[src/rtl/fpu_pkg.sv]
// -----------------------------------------------------------------------------
// fpu_pkg
//   Shared FPU definitions for the float-to-integer result path. It holds:
//   - IEEE-754 single-precision field positions and exponent thresholds
//   - the INT32 saturation values and the one in-range negative boundary
//     operand
//   - the packed entry type buffered by the result stage
//   No ports. Import with `import fpu_pkg::*;`.
// -----------------------------------------------------------------------------
package fpu_pkg;

  // F32 field layout
  localparam int F32_SIGN_BIT = 31;
  localparam int F32_EXP_MSB  = 30;
  localparam int F32_EXP_LSB  = 23;
  localparam int F32_MAN_MSB  = 22;

  // Exponent landmarks (biased)
  localparam logic [7:0] F32_EXP_BIAS  = 8'd127;  // |x| >= 1.0 from here on
  localparam logic [7:0] F32_EXACT_EXP = 8'd150;  // no fraction bits remain
  localparam logic [7:0] F32_OVF_EXP   = 8'd158;  // |x| >= 2^31
  localparam logic [7:0] F32_EXP_MAX   = 8'd255;  // Inf / NaN

  // INT32 saturation values
  localparam logic [31:0] INT32_POS_SAT = 32'h7FFF_FFFF;
  localparam logic [31:0] INT32_NEG_SAT = 32'h8000_0000;

  // -2^31 exactly: the exponent says overflow, but the value is representable
  localparam logic [31:0] NEG_MIN_F32 = 32'hCF00_0000;

  // Width of the tag field held in each buffered entry. The result stage's
  // TAG_W parameter should match this.
  localparam int F2I_TAG_W = 4;

  typedef struct packed {
    logic [31:0]          data;
    logic [F2I_TAG_W-1:0] tag;
    logic                 nv;
    logic                 nx;
  } f2i_entry_t;

endpackage

[src/rtl/fpu_f2i_result_stage_if.sv]
// -----------------------------------------------------------------------------
// fpu_f2i_result_stage_if
//   Handshake bundle for the F32->INT result stage.
//   Input side : IN_VALID/IN_READY with operand IN_A, converter result IN_O,
//                and tag IN_TAG.
//   Output side: OUT_VALID/OUT_READY with OUT_DATA, OUT_TAG, and the
//                OUT_NV/OUT_NX exception flags.
//   master : producer/consumer environment (drives IN_*, OUT_READY)
//   slave  : the result stage
// -----------------------------------------------------------------------------
interface fpu_f2i_result_stage_if #(
  parameter int TAG_W = 4
) ();

  logic             IN_VALID;
  logic             IN_READY;
  logic [31:0]      IN_A;
  logic [31:0]      IN_O;
  logic [TAG_W-1:0] IN_TAG;

  logic             OUT_VALID;
  logic             OUT_READY;
  logic [31:0]      OUT_DATA;
  logic [TAG_W-1:0] OUT_TAG;
  logic             OUT_NV;
  logic             OUT_NX;

  modport master (
    output IN_VALID, IN_A, IN_O, IN_TAG, OUT_READY,
    input  IN_READY, OUT_VALID, OUT_DATA, OUT_TAG, OUT_NV, OUT_NX
  );

  modport slave (
    input  IN_VALID, IN_A, IN_O, IN_TAG, OUT_READY,
    output IN_READY, OUT_VALID, OUT_DATA, OUT_TAG, OUT_NV, OUT_NX
  );

endinterface

[src/rtl/fpu_f2i_classify.sv]
// -----------------------------------------------------------------------------
// fpu_f2i_classify
//   Purely combinational classification of an F32 operand that was converted
//   to INT32 with round-toward-zero. It picks the final integer (either the
//   converter output or a saturation value) and computes the invalid (NV) and
//   inexact (NX) flags.
//   Ports:
//     in_a     : original F32 operand
//     in_o     : converter output for in_a
//     res_data : final signed integer
//     res_nv   : invalid (NaN or out of INT32 range)
//     res_nx   : inexact (fraction bits were discarded); only set if !res_nv
// -----------------------------------------------------------------------------
module fpu_f2i_classify
  import fpu_pkg::*;
(
  input  logic [31:0] in_a,
  input  logic [31:0] in_o,
  output logic [31:0] res_data,
  output logic        res_nv,
  output logic        res_nx
);

  logic        sign;
  logic [7:0]  exp_f;
  logic [22:0] man;
  logic        is_nan;
  logic        is_neg_min;
  logic        is_ovf;
  logic [7:0]  frac_shift;
  logic [22:0] frac_mask;

  assign sign  = in_a[F32_SIGN_BIT];
  assign exp_f = in_a[F32_EXP_MSB:F32_EXP_LSB];
  assign man   = in_a[F32_MAN_MSB:0];

  assign is_nan     = (exp_f == F32_EXP_MAX) && (man != '0);
  assign is_neg_min = (in_a == NEG_MIN_F32);
  // Includes +/-Inf (exponent 255); NaN is resolved first below.
  assign is_ovf     = (exp_f >= F32_OVF_EXP);

  // For 127 <= e <= 149 the low (150 - e) mantissa bits lie below the binary
  // point; the mask selects exactly those. Shifts of 23 or more give zero,
  // which is harmless because the mask is only used inside that range.
  assign frac_shift = exp_f - F32_EXP_BIAS;
  assign frac_mask  = 23'h7F_FFFF >> frac_shift;

  always_comb begin
    res_data = in_o;
    res_nv   = 1'b0;
    res_nx   = 1'b0;
    if (is_nan) begin
      res_data = INT32_POS_SAT;
      res_nv   = 1'b1;
    end else if (is_neg_min) begin
      // -2^31 converts exactly; trust the converter.
      res_data = in_o;
    end else if (is_ovf) begin
      res_data = sign ? INT32_NEG_SAT : INT32_POS_SAT;
      res_nv   = 1'b1;
    end else if (exp_f < F32_EXP_BIAS) begin
      // |x| < 1: anything non-zero (including denormals) is lost entirely.
      res_nx = (in_a[30:0] != '0);
    end else if (exp_f < F32_EXACT_EXP) begin
      res_nx = |(man & frac_mask);
    end
  end

endmodule

[src/rtl/fpu_f2i_result_stage.sv]
// -----------------------------------------------------------------------------
// fpu_f2i_result_stage
//   Registered result stage behind the combinational F32->INT converter.
//   Each accepted operand/result pair is classified (saturation, NV, NX) and
//   pushed into a DEPTH-entry in-order FIFO toward writeback. On every output
//   commit, the committed flags are accumulated into sticky FLAGS, and invalid
//   commits are counted in a saturating 16-bit counter.
//   Parameters:
//     TAG_W : tag width (should equal fpu_pkg::F2I_TAG_W)
//     DEPTH : FIFO entries, power of two, >= 2
//   Ports:
//     CLK, nRST : clock, asynchronous active-low reset
//     bus       : slave side of the IN_*/OUT_* valid/ready bundle
//     FLAG_CLR  : clear sticky flags and counter (a same-cycle commit survives)
//     FLAGS     : sticky {NV, NX}
//     NV_COUNT  : committed-invalid count, saturates at 0xFFFF
// -----------------------------------------------------------------------------
module fpu_f2i_result_stage
  import fpu_pkg::*;
#(
  parameter int TAG_W = F2I_TAG_W,
  parameter int DEPTH = 2
) (
  input  logic                 CLK,
  input  logic                 nRST,
  fpu_f2i_result_stage_if.slave bus,
  input  logic                 FLAG_CLR,
  output logic [1:0]           FLAGS,
  output logic [15:0]          NV_COUNT
);

  localparam int          AW      = $clog2(DEPTH);
  localparam logic [AW:0] PTR_ONE = (AW+1)'(1);

  // Pointers carry one extra wrap bit so full and empty are distinguishable.
  logic [AW:0]  wr_ptr_q, wr_ptr_d;
  logic [AW:0]  rd_ptr_q, rd_ptr_d;
  f2i_entry_t   fifo_q [DEPTH];
  f2i_entry_t   fifo_d [DEPTH];
  logic [1:0]   flags_q, flags_d;
  logic [15:0]  nv_count_q, nv_count_d;

  logic [31:0]  cls_data;
  logic         cls_nv;
  logic         cls_nx;
  f2i_entry_t   new_entry;
  f2i_entry_t   head;
  logic         full;
  logic         empty;
  logic         push;
  logic         pop;
  logic [1:0]   commit_flags;
  logic         commit_nv;

  fpu_f2i_classify u_classify (
    .in_a     (bus.IN_A),
    .in_o     (bus.IN_O),
    .res_data (cls_data),
    .res_nv   (cls_nv),
    .res_nx   (cls_nx)
  );

  always_comb begin
    new_entry      = '0;
    new_entry.data = cls_data;
    new_entry.tag  = F2I_TAG_W'(bus.IN_TAG);
    new_entry.nv   = cls_nv;
    new_entry.nx   = cls_nx;
  end

  assign empty = (wr_ptr_q == rd_ptr_q);
  assign full  = (wr_ptr_q[AW] != rd_ptr_q[AW]) &&
                 (wr_ptr_q[AW-1:0] == rd_ptr_q[AW-1:0]);

  // IN_READY comes from registered pointers only; a pop in the same cycle
  // does not open a slot until the next cycle.
  assign push = bus.IN_VALID && !full;
  assign pop  = !empty && bus.OUT_READY;

  assign head = fifo_q[rd_ptr_q[AW-1:0]];

  assign bus.IN_READY  = !full;
  assign bus.OUT_VALID = !empty;
  assign bus.OUT_DATA  = head.data;
  assign bus.OUT_TAG   = TAG_W'(head.tag);
  assign bus.OUT_NV    = head.nv;
  assign bus.OUT_NX    = head.nx;

  assign FLAGS    = flags_q;
  assign NV_COUNT = nv_count_q;

  always_comb begin
    wr_ptr_d = wr_ptr_q;
    rd_ptr_d = rd_ptr_q;
    fifo_d   = fifo_q;
    if (push) begin
      fifo_d[wr_ptr_q[AW-1:0]] = new_entry;
      wr_ptr_d                 = wr_ptr_q + PTR_ONE;
    end
    if (pop) begin
      rd_ptr_d = rd_ptr_q + PTR_ONE;
    end
  end

  // Status accumulates on commit, not on accept. A clear that coincides with
  // a commit keeps that commit's contribution.
  always_comb begin
    commit_flags = pop ? {head.nv, head.nx} : 2'b00;
    commit_nv    = pop && head.nv;
    flags_d      = flags_q | commit_flags;
    nv_count_d   = nv_count_q;
    if (FLAG_CLR) begin
      flags_d    = commit_flags;
      nv_count_d = commit_nv ? 16'd1 : 16'd0;
    end else if (commit_nv && (nv_count_q != 16'hFFFF)) begin
      nv_count_d = nv_count_q + 16'd1;
    end
  end

  // Asynchronous reset discards buffered entries at once, so OUT_VALID drops
  // without waiting for a clock edge.
  always_ff @(posedge CLK or negedge nRST) begin
    if (!nRST) begin
      wr_ptr_q   <= '0;
      rd_ptr_q   <= '0;
      flags_q    <= '0;
      nv_count_q <= '0;
      for (int i = 0; i < DEPTH; i++) begin
        fifo_q[i] <= '0;
      end
    end else begin
      wr_ptr_q   <= wr_ptr_d;
      rd_ptr_q   <= rd_ptr_d;
      flags_q    <= flags_d;
      nv_count_q <= nv_count_d;
      fifo_q     <= fifo_d;
    end
  end

endmodule

[src/flat_wrapper.sv]
// flat-port wrapper written by rule: the top's interface ports become plain ports
module fpu_f2i_result_stage_flat import fpu_pkg::*;
#(
  parameter int TAG_W = F2I_TAG_W,
  parameter int DEPTH = 2
)
  (CLK, nRST, FLAG_CLR, FLAGS, NV_COUNT, bus_IN_VALID, bus_IN_A, bus_IN_O, bus_IN_TAG, bus_OUT_READY, bus_IN_READY, bus_OUT_VALID, bus_OUT_DATA, bus_OUT_TAG, bus_OUT_NV, bus_OUT_NX);
  fpu_f2i_result_stage_if #(.TAG_W(TAG_W)) bus_i ();
  input  logic CLK;
  input  logic nRST;
  input  logic FLAG_CLR;
  output logic [1:0] FLAGS;
  output logic [15:0] NV_COUNT;
  input wire logic [$bits(bus_i.IN_VALID)-1:0] bus_IN_VALID;
  input wire logic [$bits(bus_i.IN_A)-1:0] bus_IN_A;
  input wire logic [$bits(bus_i.IN_O)-1:0] bus_IN_O;
  input wire logic [$bits(bus_i.IN_TAG)-1:0] bus_IN_TAG;
  input wire logic [$bits(bus_i.OUT_READY)-1:0] bus_OUT_READY;
  output wire logic [$bits(bus_i.IN_READY)-1:0] bus_IN_READY;
  output wire logic [$bits(bus_i.OUT_VALID)-1:0] bus_OUT_VALID;
  output wire logic [$bits(bus_i.OUT_DATA)-1:0] bus_OUT_DATA;
  output wire logic [$bits(bus_i.OUT_TAG)-1:0] bus_OUT_TAG;
  output wire logic [$bits(bus_i.OUT_NV)-1:0] bus_OUT_NV;
  output wire logic [$bits(bus_i.OUT_NX)-1:0] bus_OUT_NX;
  assign bus_i.IN_VALID = bus_IN_VALID;
  assign bus_i.IN_A = bus_IN_A;
  assign bus_i.IN_O = bus_IN_O;
  assign bus_i.IN_TAG = bus_IN_TAG;
  assign bus_i.OUT_READY = bus_OUT_READY;
  assign bus_IN_READY = bus_i.IN_READY;
  assign bus_OUT_VALID = bus_i.OUT_VALID;
  assign bus_OUT_DATA = bus_i.OUT_DATA;
  assign bus_OUT_TAG = bus_i.OUT_TAG;
  assign bus_OUT_NV = bus_i.OUT_NV;
  assign bus_OUT_NX = bus_i.OUT_NX;
  fpu_f2i_result_stage #(.TAG_W(TAG_W), .DEPTH(DEPTH)) u_core (.CLK(CLK), .nRST(nRST), .bus(bus_i), .FLAG_CLR(FLAG_CLR), .FLAGS(FLAGS), .NV_COUNT(NV_COUNT));
endmodule
[config.mk]
export PLATFORM = sky130hd
export DESIGN_NAME = fpu_f2i_result_stage_flat
export DESIGN_NICKNAME = d
export VERILOG_FILES = /design/src/rtl/fpu_pkg.sv /design/src/rtl/fpu_f2i_result_stage_if.sv /design/src/rtl/fpu_f2i_classify.sv /design/src/rtl/fpu_f2i_result_stage.sv /design/src/flat_wrapper.sv
export SDC_FILE = /design/constraint.sdc
export NUM_CORES = 1
export LEC_CHECK = 0
export ABC_CLOCK_PERIOD_IN_PS = 3300
export BUFFER_PORTS_ARGS = -buffer_cell sky130_fd_sc_hd__buf_2
export CAP_MARGIN = 20
export CORE_MARGIN = 1.5
export CORE_UTILIZATION = 58
export DETAILED_ROUTE_END_ITERATION = 6
export PLACE_DENSITY = 0.86
export SKIP_LAST_GASP = 1
export SYNTH_ARGS = -nofsm -noshare
export SYNTH_HDL_FRONTEND = slang
export SYNTH_SLANG_ARGS = --single-unit
export TNS_END_PERCENT = 50
[constraint.sdc]
create_clock -name CLK -period 3.3 [get_ports CLK]
set_input_delay 0.33 -clock CLK [delete_from_list [all_inputs] [get_ports CLK]]
set_output_delay 0.33 -clock CLK [all_outputs]
set_load 0.02 [all_outputs]
==> impl_metrics.py, run 1 <==
metrics = {
    "final_layout": {
        "antenna_cells": 0,
        "utilization": 0.706,
        "regArea_mm2": 0.00245,
        "fill_cells": 649,
        "multiInputGateArea_mm2": 0.00257,
        "layout-drive-gt1-share": 0.332,
        "area_delta_synth_final_pct": 17.6,
        "nNetsFinal": 736,
    },
    "clock_tree": {
        "cts_tree": "built",
        "postCtsSetupBuffers": 0,
        "cts_root_buf": "clkbuf_8",
        "ctsResizeCount": 0,
        "cts.sink_count": 98,
        "clk_path_buf_depth": 2,
        "clk_pin_slew_ns": 0.10,
        "worst_skew_pair.late_latency_ns": 0.36,
        "cts_buffers": 9,
        "hold_buffers": 0,
        "htreeDepth": 3,
    },
    "drt": {
        "drt_first_iter_violations": 279,
        "routed_wl_mm": 12.5,
        "wire_per_inst_um": 16.2,
        "dr.pass1.iters": 4,
        "via_count": 4548,
        "final_antenna_net_count": 0,
        "drc": 0,
        "vias_per_cell": 5.88,
    },
    "logic_synthesis": {
        "synth_cells": 545,
        "synth_top_cell_by_area": "dfrtp_1",
        "ys_seq_elements": 98,
        "avgSynthCellArea_um2": 9.61,
        "yosysTopAreaCellShare": 0.468,
        "seq_area_frac_synth": 0.468,
        "syn_nets": 621,
        "synth_area_leaders": "dfrtp_1, mux2_2, nand2_1",
        "ys.flop_type": "dfrtp_1",
        "synthDistinctLibCells": 59,
        "yosys_warnings": 0,
        "synth_edf_count": 0,
        "syn_area_mm2": 0.00524,
        "synthArstFlopShare": 1.00,
    },
    "timing": {
        "hold_violations": 0,
        "finalCriticalPeriod_ns": 2.47,
        "period_share": 0.748,
        "maxSlewHeadroom": 0.346,
        "fmaxAchievable_mhz": 405,
        "tns_ns": 0,
        "clock_skew_ns": 0.0151,
        "fin_worst_hold_slack_ns": 0.0941,
        "rsz0062_at_grt": "no",
        "worst_slew_pin_slew_ns": 0.981,
        "report.final.setup_viol": 0,
        "final-max-slew-violation-count": 0,
    },
    "outcome": {
        "status": "finished clean",
    },
    "global_routing": {
        "grt_usage": 0.269,
        "busiest_layer": "met2",
        "globalRouteMet3Util": 0.0408,
        "grt_max_degree": 80,
        "gr-usage-met2": 0.453,
        "grt_pass1_vias": 4465,
        "grt_overflow": 0,
        "antenna_found_initial": 0,
        "grtUsageMet1": 0.355,
        "grt_pass1_wl_mm": 21.1,
    },
    "place": {
        "io_buffers": 130,
        "hpwl_mm": 9.07,
        "gp_congestion": 0.975,
    },
    "floorplan": {
        "ios": 131,
        "fp.dieW_um": 98.0,
        "num_rows": 34,
        "die_area_mm2": 0.00961,
        "start_util": 0.600,
        "coreArea_mm2": 0.00872,
        "die_y_um": 98.0,
    },
    "worst_setup_path": {
        "r2r_end": "u_core.NV_COUNT[13]",
        "crit_path_top_delay_cell": "nor4_1",
        "arrival_ns": 2.74,
        "cp-end-kind": "flip-flop",
        "path_max_fanout": 20,
        "crit_path_start_kind": "input port",
        "path_common_cell": "nor4_1",
        "slowest_delay_ns": 0.56,
        "r2r_start": "u_core.rd_ptr_q[0]",
        "worstPathRequired_ns": 3.57,
        "critPathKind": "in -> reg",
        "ff2ff_path_depth": 8,
        "worstPathCellList": "buf_2 > nor4_1 > nand3_1 > nor4_1 > o21ai_1 > nand2_1 > buf_4 > a21oi_1 > o21ai_0",
        "r2r_slack_ns": 0.86,
    },
    "worst_hold_path": {
        "hold_class": "in -> async",
    },
    "power_and_ir_drop": {
        "powerDensity_mw_per_mm2": 856,
        "vdd_ir_drop_max_uv": 497,
        "p_leak_nw": 2.95,
    },
    "flow_run": {
        "max-cap-violations": 0,
    },
}
-- synth_stat cells (5+ instances only) --
| cell | number |
|---|---|
| clkbuf_1 | 17 |
| nor4_1 | 6 |
| buf_2 | 12 |
| mux2i_1 | 5 |
| a21oi_1 | 39 |
| o21ai_1 | 24 |
| nand3_1 | 12 |
| nor2_1 | 27 |
| nand2_1 | 89 |
| inv_1 | 11 |
| xor2_1 | 13 |
| xnor2_1 | 11 |
| dfrtp_1 | 98 |
| o21ai_0 | 52 |
| mux2_2 | 44 |
| nand4_1 | 11 |
-- worst max-delay path, delay by kind of cell --
kind / cells / cell delay, ns
and+or+nand+nor: 4 / 1.50
AOI/OAI and AO/OA: 3 / 0.44
buffers and inverters: 2 / 0.46
-- area by class of cell --
| class | count | share of cell area |
|---|---|---|
| multi-input cells | 400 | 0.418 |
| flip-flops and latches | 98 | 0.398 |
| repair buffers | 140 | 0.122 |
| well taps | 108 | 0.0219 |
| clock buffers | 10 | 0.0207 |
| clock inverters | 6 | 0.0120 |
| inverters | 11 | 0.00670 |
-- registers in the layout (all words and copies together) (netlist names) --
signal / cells
u_core.FLAGS: 2
u_core.rd_ptr_q: 2
u_core.fifo_q: 76
u_core.wr_ptr_q: 2
u_core.NV_COUNT: 16
-- per-layer routing --
metal  wire (µm)  vias up
met1        5290     2231
met4         234        0
met5           0        -
li1            -     2153
met2        6370      146
met3         639       18
-- placed cells by master, fill, tap and decap left out, drive strengths merged, types with 3 or more instances in the layout --
cell / synthesis / layout
nor3: 5 / 5
nand4: 13 / 13
clkbuf: 17 / 10
dfrtp: 98 / 98
xnor2: 12 / 12
or3: 3 / 3
nor4: 7 / 7
nand3: 13 / 13
or2: 5 / 5
inv: 11 / 13
mux2i: 5 / 5
mux2: 45 / 45
xor2: 13 / 13
a31oi: 4 / 4
nor2: 29 / 29
nand2: 89 / 89
buf: 19 / 140
o2111ai: 3 / 3
o21ai: 77 / 77
and4: 4 / 4
ha: 3 / 3
a21oi: 39 / 39
nand3b: 3 / 3
-- cell families (layout without fill, tap and decap cells) --
family,Yosys count,after routing,synth area share
flops,98,98,0.468
buf+inv,47,167,0.0409
xor+xnor,25,25,0.0433
fa+ha+maj,3,3,0.00717
simple gates,179,179,0.170
compound gates,143,143,0.164
mux,50,50,0.106
-- worst max-delay path by stage --
stage,start,end,slack [ns],depth (start not counted)
finish,bus_IN_A[8],u_core.fifo_q[26],0.83,9
global route,bus_IN_A[8],u_core.fifo_q[63],0.58,9
CTS,u_core.rd_ptr_q[0],u_core.NV_COUNT[13],0.87,8
detailed placement,bus_IN_A[8],u_core.fifo_q[47],0.51,9
global placement,bus_IN_A[8],u_core.fifo_q[52],0.59,9
floorplan,bus_IN_A[23],u_core.fifo_q[38],0.93,10
-- per-stage QoR --
| step | setup slack [ns] | instances | instance area [µm²] | total power, mW |
|---|---|---|---|---|
| detailed placement | 0.508 | 757 | 5960 | 4.50 |
| CTS | 0.867 | 773 | 6160 | 5.30 |
| global placement | 0.591 | 757 | 5960 | 4.38 |
| floorplan | 0.931 | 545 | 5240 | 3.72 |
| finish | 0.831 | 773 | 6160 | 5.27 |
| global route | 0.585 | 773 | 6160 | 5.63 |
-- report_power, final --
group	total, mW	internal, mW	switching (mW)
clock	0.791	0.360	0.431
sequential	1.93	1.68	0.249
combinational	2.55	1.01	1.54
total	5.27	3.06	2.22
Power figures use the tool's default switching activity.
==> run 2, diff against run 1 <==
- ABC_CLOCK_PERIOD_IN_PS: 3300 -> 2250
- CORE_UTILIZATION: 58 -> 48
- PLACE_DENSITY: 0.86 -> 0.76
- clock period: 3.3 -> 2.25 ns (I/O delays scaled with it)
==> run 2 against run 1 <==
Count of clock-buffer cells in the layout grew 2. Final area grew 3.6%. Sequential power grew 47%. Utilization shrank 9.7 points. Sequential cell count is the same. Highest routed layer unchanged. Critical path depth shrank 2. Non-clock buffer count grew 15. Largest cell class unchanged. Clock skew grew 0.0051 ns.
==> impl_metrics.py, run 2 (synthesis gave the netlist of run 1 again) <==
metrics = {
    "timing": {
        "final-max-slew-violation-count": 0,
        "fmaxAchievable_mhz": 454,
        "finalCriticalPeriod_ns": 2.20,
        "clock_skew_ns": 0.0203,
        "worst_slew_pin_slew_ns": 0.388,
        "period_share": 0.979,
        "maxSlewHeadroom": 0.734,
        "fin_worst_hold_slack_ns": 0.0847,
        "report.final.setup_viol": 0,
        "hold_violations": 0,
    },
    "worst_hold_path": {
        "holdPathEnd": "u_core.fifo_q[43]",
        "hold_class": "in -> reg",
        "hold_start": "bus_IN_TAG[3]",
        "hold_depth": 2,
    },
    "flow_run": {
        "max-cap-violations": 0,
    },
    "final_layout": {
        "antenna_cells": 0,
        "regArea_mm2": 0.00245,
        "utilization": 0.610,
        "final_area_mm2": 0.00638,
        "layout_common_cells": "buf_2, dfrtp_1, nand2_1",
        "area_delta_synth_final_pct": 21.8,
        "largest_reg_flops": 76,
        "multiInputGateArea_mm2": 0.00257,
        "fill_cells": 911,
        "nNetsFinal": 751,
        "layout-drive-gt1-share": 0.347,
        "top_register": "u_core.fifo_q",
        "layout_commonest_cell": "buf_2",
    },
    "global_routing": {
        "grt_usage": 0.227,
        "grt_pass1_wl_mm": 20.8,
        "grt_overflow": 0,
        "grt_max_degree": 68,
        "antenna_found_initial": 0,
        "grt_pass1_vias": 4431,
    },
    "drt": {
        "routed-wl-met3_um": 650,
        "dr.pass1.iters": 4,
        "wl_met1_mm": 5.57,
        "wl_met2_mm": 6.40,
        "wire_per_inst_um": 15.9,
        "final_antenna_net_count": 0,
        "drc": 0,
        "vias_per_cell": 5.52,
        "via_count": 4502,
        "routed_wl_mm": 13.0,
        "drt_first_iter_violations": 299,
        "top_layer_used": "met4",
    },
    "place": {
        "gp_congestion": 0.916,
        "io_buffers": 130,
        "hpwl_mm": 9.45,
        "place_area_mm2": 0.00612,
    },
    "power_and_ir_drop": {
        "p_clk_frac": 0.155,
        "switchingPower_mw": 3.26,
        "p_leak_nw": 3.06,
        "powerDensity_mw_per_mm2": 1240,
        "combPwrFrac": 0.488,
        "vdd_ir_drop_max_uv": 699,
        "intPower_mw": 4.67,
        "sequentialPowerShare": 0.356,
        "swShare": 0.411,
        "power_mw": 7.93,
    },
    "worst_setup_path": {
        "r2r_slack_ns": 0.05,
        "cp-end-kind": "flip-flop",
        "worstPathRequired_ns": 2.51,
        "crit_path_top_delay_cell": "or4_4",
        "arrival_ns": 2.46,
        "path_max_fanout": 7,
        "ff2ff_path_depth": 7,
        "r2r_end": "u_core.NV_COUNT[0]",
        "r2r_start": "u_core.NV_COUNT[1]",
        "slowest_delay_ns": 0.57,
        "critPathKind": "reg -> reg",
        "worstPathCellList": "ha_1 > inv_1 > or4_4 > o21ai_4 > buf_4 > o21ai_0 > a31o_2",
        "worst_setup_path_startpoint": "u_core.NV_COUNT[1]",
        "crit_path_start_kind": "flip-flop",
    },
    "floorplan": {
        "ios": 131,
        "die_area_mm2": 0.0115,
        "start_util": 0.500,
        "coreArea_mm2": 0.0105,
        "num_rows": 37,
        "fp.dieW_um": 107,
        "die_y_um": 107,
    },
    "clock_tree": {
        "clk_pin_slew_ns": 0.10,
        "worst_skew_pair.late_latency_ns": 0.37,
        "htreeDepth": 3,
        "ctsResizeCount": 0,
        "cts_root_buf": "clkbuf_8",
        "clk_path_buf_depth": 2,
        "cts_buffers": 9,
        "cts_tree": "built",
        "cts.sink_count": 98,
    },
    "outcome": {
        "status": "finished clean",
    },
}
==> run 2: cell count changes in the layout (fill, tap and decap cells not counted), sizes merged <==
cell,delta
clkbuf,+2
dlygate4sd3,+1
buf,+14
clkinvlp,-1
clkinv,-1
==> run 2: area by class of cell <==
class	count	area share
inverters	11	0.00647
clock inverters	4	0.00863
repair buffers	155	0.144
flip-flops and latches	98	0.385
well taps	136	0.0267
clock buffers	12	0.0259
multi-input cells	400	0.404
==> run 2: through the flow <==
step | std cells | worst slack [ns] | setup TNS [ns]
after floorplan | 545 | 0.105 | 0
after CTS | 812 | 0.0913 | 0
after global routing | 816 | -0.0273 | -0.0273
after detailed placement | 795 | -0.0766 | -0.140
after global placement | 795 | 0.00615 | 0
final | 816 | 0.0465 | 0
==> run 2: how the worst max path moves through the flow <==
stage / endpoint / cells past startpoint
detailed placement: u_core.fifo_q[38] / 9
global route: u_core.NV_COUNT[0] / 6
finish: u_core.NV_COUNT[0] / 7
global placement: u_core.fifo_q[38] / 9
floorplan: u_core.fifo_q[38] / 10
CTS: u_core.NV_COUNT[12] / 8
==> run 2: per-layer routing <==
layer,track usage,vias to the layer above
met5,0,-
met4,0.0883,0
met3,0.0357,30
met2,0.384,154
li1,-,2186
met1,0.294,2132
==> run 2: critical path: cells and delay by family, from the launching register on <==
family                     cells  cell delay [ns]
AOI/OAI and AO/OA              3             0.66
and+or+nand+nor                1             0.57
DFF                            1             0.42
adders and majority gates      1             0.17
buffers and inverters          2             0.27
==> run 2: repair_timing <==
action | 4_1_cts | 5_1_grt
hold endpoints to repair | 31 | 0
setup buffers | 0 | 4
setup endpoints to repair | 0 | 1
hold buffers | 1 | 0
==> run 2: power by group through the flow <==
stage	Combinational, mW	Clock, mW	Sequential (mW)
after global placement	3.75	0	2.80
after global routing	4.24	1.33	2.91
after detailed placement	3.85	0	2.87
after floorplan	2.69	0	2.77
after CTS	3.87	1.26	2.83
final	3.87	1.23	2.83
